## src/rtl/dot_vector_loader.sv

```systemverilog
// dot_vector_loader: host-side feeder for the byte-serial dot-product/max engine.
// Serialises a captured weight/input vector pair onto byte_out/sel_out, LSB lane
// first, and in idle recirculates the stored input lanes so the engine's input
// register keeps holding the vector. aligned marks the cycle after the engine
// has shifted in input lane BYTES-1. Requires BYTES >= 2.
//
// Handshake: a vector transfers on a rising edge where vec_valid && vec_ready.
// vec_ready is high exactly while the FSM is IDLE; vec_valid seen while busy is
// ignored, and a valid held across a load is taken at the first IDLE edge.
module dot_vector_loader #(
  parameter int BYTES = 4
) (
  input  logic               clk,
  input  logic               rst_n,        // synchronous, active-high despite the name
  input  logic               vec_valid,
  output logic               vec_ready,
  input  logic [8*BYTES-1:0] vec_weights,
  input  logic [8*BYTES-1:0] vec_inputs,
  input  logic               upd_weights,
  output logic [7:0]         byte_out,
  output logic               sel_out,
  output logic               aligned,
  output logic               busy,
  output logic [1:0]         dbg_state
);

  localparam int IW = $clog2(BYTES);
  localparam logic [IW-1:0] LAST = IW'(BYTES - 1);

  typedef enum logic [1:0] {
    IDLE   = 2'd0,
    LOAD_W = 2'd1,
    LOAD_I = 2'd2
  } state_t;

  state_t              state_q;
  logic [IW-1:0]       idx_q;
  logic [IW-1:0]       phase_q;
  logic [8*BYTES-1:0]  w_q;
  logic [8*BYTES-1:0]  i_q;
  logic [7:0]          byte_q;
  logic                sel_q;
  logic                aligned_q;
  logic                cur_last_q;  // byte_q currently holds input lane BYTES-1
  logic                loaded_q;    // a complete vector has reached the engine since reset

  logic [7:0]          w_idx_lane;
  logic [7:0]          i_idx_lane;
  logic [7:0]          i_phase_lane;
  logic [IW-1:0]       phase_d;

  // Lane selection from the stored vectors for the load counter and the idle phase.
  always_comb begin
    w_idx_lane   = w_q[8*int'(idx_q) +: 8];
    i_idx_lane   = i_q[8*int'(idx_q) +: 8];
    i_phase_lane = i_q[8*int'(phase_q) +: 8];
    phase_d      = (phase_q == LAST) ? '0 : phase_q + 1'b1;
  end

  // Single FSM: accept, serialise weights then inputs, recirculate inputs in idle.
  always_ff @(posedge clk) begin
    if (rst_n) begin
      state_q    <= IDLE;
      idx_q      <= '0;
      phase_q    <= '0;
      w_q        <= '0;
      i_q        <= '0;
      byte_q     <= '0;
      sel_q      <= 1'b0;
      aligned_q  <= 1'b0;
      cur_last_q <= 1'b0;
      loaded_q   <= 1'b0;
    end else begin
      // The engine samples the current byte at this edge; if it is input lane
      // BYTES-1 of a completed vector, the engine register is now exact.
      aligned_q <= cur_last_q && loaded_q;
      unique case (state_q)
        IDLE: begin
          if (vec_valid) begin
            w_q        <= vec_weights;
            i_q        <= vec_inputs;
            idx_q      <= IW'(1);
            cur_last_q <= 1'b0;
            if (upd_weights) begin
              state_q <= LOAD_W;
              byte_q  <= vec_weights[7:0];
              sel_q   <= 1'b1;
            end else begin
              state_q <= LOAD_I;
              byte_q  <= vec_inputs[7:0];
              sel_q   <= 1'b0;
            end
          end else begin
            byte_q     <= i_phase_lane;
            sel_q      <= 1'b0;
            cur_last_q <= (phase_q == LAST);
            phase_q    <= phase_d;
          end
        end
        LOAD_W: begin
          byte_q     <= w_idx_lane;
          sel_q      <= 1'b1;
          cur_last_q <= 1'b0;
          if (idx_q == LAST) begin
            state_q <= LOAD_I;
            idx_q   <= '0;
          end else begin
            idx_q <= idx_q + 1'b1;
          end
        end
        LOAD_I: begin
          byte_q     <= i_idx_lane;
          sel_q      <= 1'b0;
          cur_last_q <= (idx_q == LAST);
          if (idx_q == LAST) begin
            state_q  <= IDLE;
            idx_q    <= '0;
            phase_q  <= '0;
            loaded_q <= 1'b1;
          end else begin
            idx_q <= idx_q + 1'b1;
          end
        end
        default: begin
          state_q <= IDLE;
        end
      endcase
    end
  end

  assign vec_ready = (state_q == IDLE);
  assign busy      = ~vec_ready;
  assign byte_out  = byte_q;
  assign sel_out   = sel_q;
  assign aligned   = aligned_q;
  assign dbg_state = state_q;

endmodule
```

## config.mk

```make
export PLATFORM = sky130hd
export DESIGN_NAME = dot_vector_loader
export DESIGN_NICKNAME = d
export VERILOG_FILES = /design/src/rtl/dot_vector_loader.sv
export SDC_FILE = /design/constraint.sdc
export NUM_CORES = 1
export LEC_CHECK = 0
export ABC_AREA = 1
export BUFFER_PORTS_ARGS = -buffer_cell sky130_fd_sc_hd__buf_2
export CAP_MARGIN = 20
export CORE_MARGIN = 5
export CORE_UTILIZATION = 57
export CTS_BUF_LIST = sky130_fd_sc_hd__clkbuf_8
export DETAILED_ROUTE_END_ITERATION = 16
export PLACE_DENSITY = 0.82
export SETUP_SLACK_MARGIN = 0.5
export SYNTH_ARGS = -nofsm -noshare
export SYNTH_HDL_FRONTEND = slang
export SYNTH_SLANG_ARGS = --single-unit
```

## constraint.sdc

```tcl
create_clock -name clk -period 2.72 [get_ports clk]
set_clock_uncertainty 0.2 [all_clocks]
set_input_delay 0.272 -clock clk [delete_from_list [all_inputs] [get_ports clk]]
set_output_delay 0.272 -clock clk [all_outputs]
set_load 0.02 [all_outputs]
```

==> out/metrics.yaml <==
timing:
  max-slew-margin-rel_pct: 51.6
  postLayoutSetupSlackWorst_ps: 651
  setup_violations: 0
  period_needed_ps: 2070
  tns_ps: 0
  maxSlewViolCount: 0
  hold_viol: 5
  timing.fmax_mhz: 483
  rsz0062_at_grt: "true"
  hold_ws_ps: -8.10
  tightest_slew_ps: 725
  period_share_pct: 76.1
routing:
  drt_wl_total_microns: 12800
  ant_nets: 0
  route.detailed.drc: 0
  initialDrtViolationCount: 349
  wire_per_inst_microns: 15.7
  vias_per_cell: 5.44
  via_count: 4447
  firstDrtPassIters: 5
worst_setup_path:
  required_ps: 2830
  setup.worst_path.class: "flip-flop to flip-flop"
  reg2reg_depth: 11
  worstPathMaxFanout: 23
  reg2reg_to: "byte_out[4]$_SDFFE_PP0P_"
  critPathLaunchType: "flip-flop"
  critPathArrivalTime_ps: 2180
  crit_path_start: "dbg_state[0]$_SDFFE_PP0P_"
  crit_path_end_kind: "flip-flop"
  crit-reg2reg-launch: "dbg_state[0]$_SDFFE_PP0P_"
  rrSetupSlack_ps: 650
  crit_path_end: "byte_out[4]$_SDFFE_PP0P_"
synth:
  synth.avg_cell_area_sq_um: 6.73
  syn_nets: 702
  yosysSeqAreaShare_pct: 38.9
  netlist_instances: 627
  ys_warn_count: 0
  synth.distinct_cells: 23
  synth_area_sq_um: 4220
  ys_seq_elements: 82
placement:
  pre_cts_slack_ps: 470
  gp_congestion: 0.994
  port_buffers: 81
  dpl.hpwl_microns: 8870
global_routing:
  met3_usage_pct: 6.88
  grt_first_pass_wirelength_microns: 20300
  overflow: 0
  track_usage_pct: 28.8
  grt_max_degree: 52
  top_usage_layer: "met2"
  grt_pass1_vias: 4173
  antenna_found_initial: 0
  grtUsageMet1_pct: 38.1
  grtUsageMet2_pct: 45.6
cts:
  numCtsBuffers: 9
  cts_setup_buffers: 0
  clk-insertion-delay-late_ps: 360
  htree_num_levels: 3
  path_clk_slew_ps: 80
  cts-root-buf: "clkbuf_8"
  cts.sinks: 82
  cts_max_path_buffers: 2
  cts_tree: "yes"
die:
  start_util_pct: 58.5
  core_area_sq_um: 7210
  die_w_microns: 96.1
  rows: 31
  die_y_microns: 96.1
  ios: 82
  dieArea_sq_um: 9230
power_and_ir_drop:
  p_per_area_nw_per_um2: 907
  ir_drop_v: 0.000561
  leakage_nw: 2.36
  total_power_w: 0.00461
worst_hold_path:
  hp-start: "vec_weights[21]"
  hold_path.class: "primary input to flip-flop"
  holdPathStages: 3
job:
  maxCapViolations: 0
layout:
  nets: 791
  area_growth_pct: 20.4
  drive_gt1_share_pct: 18.4
  num_antenna_cells: 0
  n_fill_cell: 635
outcome:
  violations: "negative hold slack"
  status: "finished, violations left"
-- layer usage --
| layer | share of wire (%) | vias to the layer above |
|---|---|---|
| met4 | 2.7 | 0 |
| met5 | 0 | - |
| li1 | - | 2203 |
| met2 | 45 | 208 |
| met3 | 8.0 | 29 |
| met1 | 44 | 2007 |
-- cells in the mapped netlist --
cell type	instances	share of area, %
nand3_2	8	1.9
buf_4	7	1.2
a21oi_1	65	7.7
o21bai_1	1	0.18
nor3_1	2	0.24
inv_1	51	4.5
dfxtp_1	82	39
nand3_1	59	7.0
buf_8	1	0.36
a211oi_1	1	0.18
clkbuf_1	11	0.98
clkbuf_2	3	0.36
nand2_1	132	12
buf_6	6	1.6
nand2_2	10	1.5
buf_2	14	1.7
nor2_1	65	5.8
a21oi_2	1	0.21
ha_1	7	2.1
inv_2	8	0.71
o21ai_0	78	9.2
o21ai_1	13	1.5
inv_6	2	0.42
-- placed cells by master, fill, tap and decap left out, types with 13 or more instances in the layout --
cell,count
a21oi_1,65
buf_2,81
dfxtp_1,82
dlygate4sd3_1,31
inv_1,52
nand2_1,132
nand3_1,59
nor2_1,65
o21ai_0,78
o21ai_1,13
-- state kept, by name, summed over array words and instances, names as in the netlist --
signal      count
w_q            32
cur_last_q      1
i_q            32
aligned         1
dbg_state       2
loaded_q        1
sel_out         1
idx_q           2
phase_q         2
byte_out        8
-- worst min path at each step --
stage                                            to  slack [ps]
after floorplan           dbg_state[0]$_SDFFE_PP0P_         140
after global placement           aligned$_SDFF_PP0_         230
after detailed placement         aligned$_SDFF_PP0_         240
after CTS                      i_q[26]$_SDFFE_PP0P_           4
after global routing           w_q[24]$_SDFFE_PP0P_           7
final                          w_q[21]$_SDFFE_PP0P_          -8
-- cell type report --
cell class	instances	area (sq um)	share of cell area (%)
multi-input combinational	442	2090	41.1
sequential	82	1640	32.3
timing repair buffer	120	783	15.4
inverter	61	241	4.75
clock buffer	10	138	2.71
tap	99	124	2.44
clock inverter	4	68.8	1.35
-- kinds of logic (layout without fill, tap and decap cells) --
family	count (synthesis)	in the layout	synth area share, %
buffers and inverters	103	195	11.9
AOI/OAI and AO/OA	159	159	19.1
and+or+nand+nor	276	276	28.1
DFF	82	82	38.9
adders and majority gates	7	7	2.07
-- power breakdown --
group / switching [W] / leakage (nW) / total, W / internal [W]
clock network: 0.000430 / 0.109 / 0.000957 / 0.000527
registers: 0.000242 / 0.679 / 0.00171 / 0.00147
logic: 0.00129 / 1.57 / 0.00194 / 0.000655
total: 0.00196 / 2.36 / 0.00461 / 0.00265
-- repair_timing --
item / CTS / global route
hold endpoints to repair: 35 / 0
gates cloned: 0 / 0
setup endpoints to repair: 10 / 58
resized for setup: 1 / 4
hold buffers: 31 / 0
-- worst max-delay path: stages, from the launching register on --
cell and delay [ps]:
dfxtp_1 360, inv_1 120, ha_2 380, buf_4 320, nand2_1 80, nand3_1 80, nand3_1 110, nand2_1 120
nand2_1 50, nand2_1 60, nor2_1 40, nor2_1 70
-- metrics by stage --
step	instance area [sq um]	hold WS (ps)	utilization, %	std cells
6_report	5080	-8.10	70.5	818
3_5_place_dp	4550	240	63.1	773
3_3_place_gp	4550	233	63.1	773
5_1_grt	5080	7.37	70.5	818
4_1_cts	5070	3.55	70.3	818
2_1_floorplan	4220	141	-	627
No activity file was read; power rests on OpenSTA's default activity.
